### config.mk
export PLATFORM = sky130hd
export DESIGN_NAME = seq_gen_param
export DESIGN_NICKNAME = d
export VERILOG_FILES = /design/src/rtl/seq_gen_param.sv
export SDC_FILE = /design/constraint.sdc
export NUM_CORES = 1
export LEC_CHECK = 0
export CAP_MARGIN = 20
export CORE_MARGIN = 4
export CORE_UTILIZATION = 55
export DETAILED_ROUTE_END_ITERATION = 8
export PLACE_DENSITY = 0.77
export SLEW_MARGIN = 25
export SYNTH_ARGS = -nofsm -noshare
export SYNTH_HDL_FRONTEND = slang
export SYNTH_SLANG_ARGS = --single-unit
### constraint.sdc
create_clock -name clk -period 7.84 [get_ports clk]
set_clock_uncertainty 0.15 [all_clocks]
set_input_delay 1.568 -clock clk [delete_from_list [all_inputs] [get_ports clk]]
set_output_delay 1.568 -clock clk [all_outputs]
set_load 0.01 [all_outputs]
### src/rtl/seq_gen_param.sv
// Multi-mode sequence generator (up, down, Gray, Fibonacci LFSR) on a valid/ready channel.
// Bursts have an optional length, a done pulse, and a wrap flag carried with each beat.
module seq_gen_param #(
   parameter int               WIDTH = 8,
   parameter logic [WIDTH-1:0] TAPS  = 8'hB8,
   parameter int               LEN_W = 16
) (
   input  logic             clk,
   input  logic             reset,
   input  logic             en,
   input  logic [1:0]       mode,
   input  logic [WIDTH-1:0] step,
   input  logic             load,
   input  logic [WIDTH-1:0] load_val,
   input  logic [LEN_W-1:0] length,
   input  logic             out_ready,
   output logic             out_valid,
   output logic [WIDTH-1:0] seq_out,
   output logic             wrap,
   output logic             done
);

   localparam logic [1:0] MODE_UP   = 2'd0;
   localparam logic [1:0] MODE_DOWN = 2'd1;
   localparam logic [1:0] MODE_GRAY = 2'd2;
   localparam logic [1:0] MODE_LFSR = 2'd3;

   localparam logic [WIDTH-1:0] ZERO_W = {WIDTH{1'b0}};
   localparam logic [WIDTH-1:0] ONE_W  = {{(WIDTH-1){1'b0}}, 1'b1};
   localparam logic [WIDTH-1:0] ONES_W = {WIDTH{1'b1}};
   localparam logic [LEN_W-1:0] ZERO_L = {LEN_W{1'b0}};
   localparam logic [LEN_W-1:0] ONE_L  = {{(LEN_W-1){1'b0}}, 1'b1};
   localparam logic [LEN_W-1:0] MAX_L  = {LEN_W{1'b1}};

   typedef enum logic [1:0] {S_IDLE = 2'd0, S_RUN = 2'd1, S_STOP = 2'd2} state_t;

   state_t           state_q, state_d;
   logic [WIDTH-1:0] cur_q, cur_d;
   logic [WIDTH-1:0] seed_q, seed_d;
   logic [LEN_W-1:0] cnt_q, cnt_d;
   logic [1:0]       mode_q, mode_d;
   logic [WIDTH-1:0] step_q, step_d;
   logic [LEN_W-1:0] len_q, len_d;
   logic             out_valid_q, out_valid_d;
   logic [WIDTH-1:0] seq_out_q, seq_out_d;
   logic             wrap_q, wrap_d;
   logic             done_q, done_d;

   logic             accept;
   logic [WIDTH:0]   add_s;
   logic [WIDTH:0]   sub_s;
   logic [WIDTH-1:0] lfsr_s;
   logic [WIDTH-1:0] adv_val;
   logic             adv_wrap;
   logic [WIDTH-1:0] load_s;
   logic [WIDTH-1:0] start_val;
   logic [LEN_W-1:0] cnt_inc;
   logic             final_beat;

   // Advance value and wrap flag for the beat currently held, per the latched mode.
   always_comb begin
      add_s    = {1'b0, cur_q} + {1'b0, step_q};
      sub_s    = {1'b0, cur_q} - {1'b0, step_q};
      lfsr_s   = {cur_q[WIDTH-2:0], ^(cur_q & TAPS)};
      adv_val  = cur_q;
      adv_wrap = 1'b0;
      case (mode_q)
         MODE_UP: begin
            adv_val  = add_s[WIDTH-1:0];
            adv_wrap = add_s[WIDTH];
         end
         MODE_DOWN: begin
            adv_val  = sub_s[WIDTH-1:0];
            adv_wrap = sub_s[WIDTH];
         end
         MODE_GRAY: begin
            adv_val  = cur_q + ONE_W;
            adv_wrap = (cur_q == ONES_W);
         end
         MODE_LFSR: begin
            adv_val  = lfsr_s;
            adv_wrap = (lfsr_s == seed_q);
         end
         default: begin
            adv_val  = cur_q;
            adv_wrap = 1'b0;
         end
      endcase
   end

   // Start value and beat accounting; an all-zero LFSR seed would lock up, so it becomes 1.
   always_comb begin
      load_s     = load ? load_val : ZERO_W;
      start_val  = ((mode == MODE_LFSR) && (load_s == ZERO_W)) ? ONE_W : load_s;
      cnt_inc    = (cnt_q == MAX_L) ? cnt_q : (cnt_q + ONE_L);
      final_beat = (len_q != ZERO_L) && (cnt_inc == len_q);
      accept     = out_valid_q && out_ready;
   end

   // Next-state and registered-output logic of the burst FSM.
   always_comb begin
      state_d     = state_q;
      cur_d       = cur_q;
      seed_d      = seed_q;
      cnt_d       = cnt_q;
      mode_d      = mode_q;
      step_d      = step_q;
      len_d       = len_q;
      out_valid_d = out_valid_q;
      wrap_d      = wrap_q;
      done_d      = 1'b0;
      case (state_q)
         S_IDLE: begin
            seed_d      = start_val;
            out_valid_d = 1'b0;
            wrap_d      = 1'b0;
            if (en) begin
               state_d     = S_RUN;
               out_valid_d = 1'b1;
               cur_d       = start_val;
               cnt_d       = ZERO_L;
               mode_d      = mode;
               step_d      = step;
               len_d       = length;
            end else begin
               state_d = S_IDLE;
            end
         end
         S_RUN: begin
            if (accept) begin
               cur_d  = adv_val;
               wrap_d = adv_wrap;
               cnt_d  = cnt_inc;
               // The final-beat rule wins over a simultaneous en drop so done still pulses.
               if (final_beat) begin
                  state_d     = S_IDLE;
                  out_valid_d = 1'b0;
                  wrap_d      = 1'b0;
                  done_d      = 1'b1;
               end else if (!en) begin
                  state_d     = S_IDLE;
                  out_valid_d = 1'b0;
                  wrap_d      = 1'b0;
               end else begin
                  state_d = S_RUN;
               end
            end else if (!en) begin
               state_d = S_STOP;
            end else begin
               state_d = S_RUN;
            end
         end
         S_STOP: begin
            if (accept) begin
               cur_d       = adv_val;
               cnt_d       = cnt_inc;
               state_d     = S_IDLE;
               out_valid_d = 1'b0;
               wrap_d      = 1'b0;
            end else begin
               state_d = S_STOP;
            end
         end
         default: begin
            state_d     = S_IDLE;
            out_valid_d = 1'b0;
            wrap_d      = 1'b0;
         end
      endcase
      seq_out_d = (mode_d == MODE_GRAY) ? (cur_d ^ (cur_d >> 1)) : cur_d;
   end

   // State and output registers with synchronous reset.
   always_ff @(posedge clk) begin
      if (reset) begin
         state_q     <= S_IDLE;
         cur_q       <= ZERO_W;
         seed_q      <= ZERO_W;
         cnt_q       <= ZERO_L;
         mode_q      <= MODE_UP;
         step_q      <= ZERO_W;
         len_q       <= ZERO_L;
         out_valid_q <= 1'b0;
         seq_out_q   <= ZERO_W;
         wrap_q      <= 1'b0;
         done_q      <= 1'b0;
      end else begin
         state_q     <= state_d;
         cur_q       <= cur_d;
         seed_q      <= seed_d;
         cnt_q       <= cnt_d;
         mode_q      <= mode_d;
         step_q      <= step_d;
         len_q       <= len_d;
         out_valid_q <= out_valid_d;
         seq_out_q   <= seq_out_d;
         wrap_q      <= wrap_d;
         done_q      <= done_d;
      end
   end

   assign out_valid = out_valid_q;
   assign seq_out   = seq_out_q;
   assign wrap      = wrap_q;
   assign done      = done_q;

endmodule

=== Word-level counts from Yosys, hierarchy flattened ===
Index checks and enable logic that the tools add are counted.

* Bits in registers: 71
* Bits of input ports: 39
* Logic and storage cells: 80

* Add/subtract/negate cells: 4
* Eq/ne operators: 16
* Mux-type cells: 31
* Bitwise operators: 3
* Reduce and logical (&&, ||, !) cells: 15

{| class="wikitable"
|+ Operator list
! operator !! count
|-
| $mux W16 || 3
|-
| $mux W8 || 5
|-
| $pmux W16 S2 || 1
|-
| $pmux W8 S4 || 1
|-
| $add A16 B1 Y16 const B || 1
|-
| $eq A16 B16 Y1 || 1
|-
| $eq A16 B16 Y1 const B || 1
|-
| $pmux W8 S2 || 1
|-
| $reduce_bool A16 Y1 || 1
|-
| $mux W2 || 6
|-
| $eq A2 B2 Y1 const B || 5
|-
| $mux W1 || 10
|-
| $add A8 B8 Y9 || 1
|-
| $sub A8 B8 Y9 || 1
|-
| $add A8 B1 Y8 const B || 1
|-
| $eq A8 B8 Y1 || 1
|-
| $eq A8 B8 Y1 const B || 1
|-
| $logic_not A8 Y1 || 1
|-
| $reduce_xor A8 Y1 || 1
|-
| $xor A8 B7 Y8 || 1
|-
| $ne A2 B2 Y1 const B || 3
|-
| $pmux W2 S3 || 1
|-
| $reduce_and A3 Y1 || 2
|-
| $eq A2 B1 Y1 const B || 2
|-
| other kinds (12) || 17
|}

=== Depth between registers and ports, before layout ===
* Word-level depth: 8
* Gate-level depth with buffers: 10
* Depth with buffers taken out: 10

=== Worst setup path before layout ===
Ideal clock, no wire load.

* Path kind: input to register
* From: in load_val[4]
* To: reg seq_out_q[0] (netlist: seq_out[0])
* Setup time: 128 ps
* Data arrival time: 2,874 ps
* Data required time: 7,562 ps
* Path slack: 4,688 ps
* Stages on the path: 7
* Path buffers: 0
* Cell sequence: or4_1 -> o41ai_1 -> a32oi_1 -> nor3_1 -> a221oi_1 -> xnor2_1 -> nor2_1

* Longest elaborated chain between the ends: 8

{| class="wikitable"
|+ Ends and longest elaborated chain
! element !! line !! source
|-
| start: declaration || 14 || <nowiki>input logic [WIDTH-1:0] load_val,</nowiki>
|-
| $mux W8 (*) || 93 || <nowiki>load_s = load ? load_val : ZERO_W;</nowiki>
|-
| $logic_not A8 Y1 (*) || 94 || <nowiki>start_val = ((mode == MODE_LFSR) && (load_s == ZERO_W)) ? ONE_W : load_s;</nowiki>
|-
| $logic_and A1 B1 Y1 (*) || 94 ||
|-
| $mux W8 (*) || 94 ||
|-
| $mux W8 (*) || 117 || <nowiki>if (en) begin</nowiki>
|-
| $pmux W8 S2 (*) || 112 || <nowiki>case (state_q)</nowiki>
|-
| $xor A8 B7 Y8 || 170 || <nowiki>seq_out_d = (mode_d == MODE_GRAY) ? (cur_d ^ (cur_d >> 1)) : cur_d;</nowiki>
|-
| $mux W8 (*) || 170 ||
|-
| end signal: assignment || 196 || <nowiki>seq_out_q <= seq_out_d;</nowiki>
|-
| end: declaration || 45 || <nowiki>logic [WIDTH-1:0] seq_out_q, seq_out_d;</nowiki>
|}

Mark *: on every way between the ends. The rest lies on a longest branch, timed or not.
A chain may end at the register's enable or synchronous reset.

=== Worst setup path after layout ===
* From: in out_ready
* To: reg seq_out_q[5] (netlist: seq_out[5])

* Longest elaborated chain between the ends: 5

{| class="wikitable"
|+ Ends and longest elaborated chain
! element !! line !! source
|-
| start: declaration || 16 || <nowiki>input logic out_ready,</nowiki>
|-
| $logic_and A1 B1 Y1 (*) || 97 || <nowiki>accept = out_valid_q && out_ready;</nowiki>
|-
| $mux W8 (*) || 130, 154 ||
|-
| $pmux W8 S2 (*) || 112 ||
|-
| $xor A8 B7 Y8 || 170 ||
|-
| $mux W8 (*) || 170 ||
|}

Marks and branches as above.

==> results by group <==
Power
  – Leak Pwr: 2.07 nW
  – Max IR drop VDD: 0.118 mV
  – Tot Pwr: 0.898 mW
  – Cell area power density: 157 mW/mm^2

STA
  – Minimum clock period: 3.97 ns
  – Slew at the pin closest to its max-slew limit: 0.932 ns
  – Hold_ws: 0.331 ns
  – # setup viols final: 0
  – F_max: 0.252 GHz
  – Slew HR: 0.376
  – Slew Viols, Final: 0
  – Setup TNS: 0 ns
  – Final Hold Viols: 0
  – Unrepaired setup endpoints after global routing: no
  – Final worst path period share: 0.506
  – Final WS setup: 3.87 ns

Drt
  – Vias post-DR: 5,162
  – 1st-pass router iterations: 8
  – Final wirelength: 14.2 mm
  – DR vias/cell: 6.48
  – Iter 0 DRT Violations: 582
  – Antenna viol nets, final: 0
  – DR WL/cell: 17.8 um
  – Remaining DRCs: 0

CTS
  – Clock sink total: 70
  – TritonCTS buffer count: 9
  – CTS tree: done
  – Root Buffer: clkbuf_8
  – Number of hold buffers added after cts: 0
  – Reg clk slew, reported paths: 0.08 ns
  – Clock Path Buffers: 2
  – Resize count post-CTS: 0
  – Post-CTS Setup Inserts: 0
  – Worst-Skew Late Latency: 0.35 ns
  – CTS H-Tree Depth: 3

Critical path
  – WS Path Type: input port to register
  – Crit path capture: seq_out[5]
  – Slowest CP cell: a221o_1
  – Worst path top cell family by delay: compound AO/OA/AOI/OAI gates
  – Setup slack, reg-to-reg: 3.94 ns
  – Buf/Inv on CP: 1
  – Worst-path cell chain: clkdlybuf4s50_1 > nand2_1 > a221o_1 > a32oi_1 > nand2_1 > o21ai_0 > o21a_1 > nor3_1
  – Worst R2R Path Depth: 7
  – CP Launch Type: input port
  – Number of cells on the critical path: 8
  – Setup crit end kind: register
  – Most Frequent Cell on Critical Path: nand2_1
  – Crit path DAT: 4.01 ns
  – Max FO, Critical Path: 15
  – Critical Path Start: out_ready
  – CP peak stage delay: 0.59 ns
  – Worst endpoint required time: 7.88 ns
  – RR Startpoint: cnt_q[6]
  – RR Endpoint: wrap

Synth
  – Synth Area per Inst: 7.53 um^2
  – Post-Syn Instances: 674
  – FF+latch count, synth: 70
  – Yosys top cell area share: 0.276
  – Ys Warns: 0
  – Post-synth EDFFs: 0
  – Post-synthesis cell type count: 76
  – Synth area leaders: dfxtp_1 (28%), a21oi_1 (6.7%), nand2_1 (6.1%)
  – Main flop type after synthesis: dfxtp_1
  – Mapped Nets: 738
  – FFs w/ async S/R, synth: 0
  – Post-synthesis sequential area ratio: 0.276
  – Synthesized cell area: 0.00507 mm^2
  – Cell taking the most area after synthesis: dfxtp_1

Floorplanning
  – Die Span X: 104 um
  – Initial core utilization: 0.574
  – CORE AREA: 0.00885 mm^2
  – I/O pins: 50
  – Die footprint: 0.0108 mm^2
  – Die Span Y: 104 um
  – Row cnt: 34

Final layout
  – Most frequent cells in the layout: nand2_1 (82), dfxtp_1 (70), a21oi_1 (68), nor2_1 (51), clkdlybuf4s50_1 (48)
  – Reg area: 0.00140 mm^2
  – Diodes inserted: 0
  – # nets final: 748
  – Final core utilization: 0.645
  – Fin cells: 797
  – Layout cells sized above 1: 0.0566
  – Synth-to-Final Area Change: 12.5%
  – Multi-input gate area: 0.00335 mm^2
  – Fill count: 819
  – Design area: 0.00571 mm^2
  – Most common cell after layout, fill and taps aside: nand2_1

Place
  – DP Area: 0.00549 mm^2
  – RePlAce Congestion: 0.967
  – DP Cell Count: 781
  – Post-DP HPWL: 10.4 mm
  – PortBufs: 49
  – Dpl ws: 3.54 ns

GRT
  – Largest net degree at the start of global routing: 70
  – GRT Overall Usage: 0.259
  – Initial antenna violation count: 1
  – Vias in the first global route: 4,649
  – First-pass GRT wire length: 23.6 mm
  – GRT overflow: 0

Min path
  – Hold Path Class: register to register

Outcome
  – Status: completed

Flow run
  – Maxcap violations: 0
## how the worst min path moves through the flow
stage / end / slack (ns) / depth (start not counted) / startpoint
2_1_floorplan: step_q[2] / 0.30 / 2 / step_q[2]
3_3_place_gp: seed_q[2] / 0.31 / 2 / seed_q[2]
3_5_place_dp: step_q[2] / 0.33 / 2 / step_q[2]
4_1_cts: step_q[2] / 0.34 / 2 / step_q[2]
5_1_grt: step_q[4] / 0.36 / 2 / step_q[4]
6_report: step_q[2] / 0.33 / 2 / step_q[2]
## worst register-to-register path, cell delays in order (launching register included)
cell       delay (ns)
dfxtp_1          0.56
nand4_1          0.61
nor4_1           0.53
mux2i_1          0.53
xnor2_1          0.10
or4_1            0.51
a2111oi_2        0.58
o22ai_1          0.19
## cell type report
| class | instances | share of cell area |
|---|---|---|
| clock buffers | 9 | 0.0217 |
| multi-input cells | 524 | 0.587 |
| repair buffers | 51 | 0.0877 |
| flip-flops and latches | 70 | 0.246 |
| clock inverters | 7 | 0.0156 |
| well taps | 108 | 0.0237 |
| inverters | 28 | 0.0184 |
## cells in the mapped netlist, types with 8 or more instances
cell,instances
nand2_1,83
dfxtp_1,70
a21oi_1,68
nor2_1,51
clkbuf_1,36
inv_1,28
xnor2_1,26
o21ai_0,24
ha_1,23
nand3_1,19
nor3_1,19
nand4_1,18
and3_1,14
a22oi_1,12
nor4_1,11
and4_1,8
o21a_1,8
## state kept, by name (all words and copies together) (netlist names)
register	cells
done	1
cnt_q	16
wrap	1
len_q	16
mode_q	2
step_q	8
out_valid	1
state_q	2
cur_q	8
seed_q	8
seq_out	7
## logic make-up after synthesis
| group | Yosys count | share of synthesized area |
|---|---|---|
| and+or+nand+nor | 276 | 0.281 |
| DFF | 70 | 0.276 |
| buffers and inverters | 80 | 0.0639 |
| AOI/OAI and AO/OA | 186 | 0.244 |
| xor gates and xnor gates | 30 | 0.0545 |
| muxes | 7 | 0.0165 |
| adders and majority gates | 25 | 0.0646 |
## power breakdown
part / switching [mW] / internal [mW] / total [mW]
Combinational: 0.102 / 0.0846 / 0.187
Clock: 0.140 / 0.177 / 0.318
Sequential: 0.0217 / 0.372 / 0.393
## metal layers
| layer | wire (um) | global-route usage | share of wire | vias to the layer above |
|---|---|---|---|---|
| met2 | 5950 | 0.371 | 0.42 | 287 |
| met3 | 1540 | 0.0590 | 0.11 | 22 |
| met1 | 6540 | 0.394 | 0.46 | 2361 |
| li1 | - | - | - | 2490 |
| met4 | 165 | 0.0522 | 0.012 | 2 |
| met5 | 13 | 0 | 0.00091 | - |
Power figures use the tool's default switching activity.
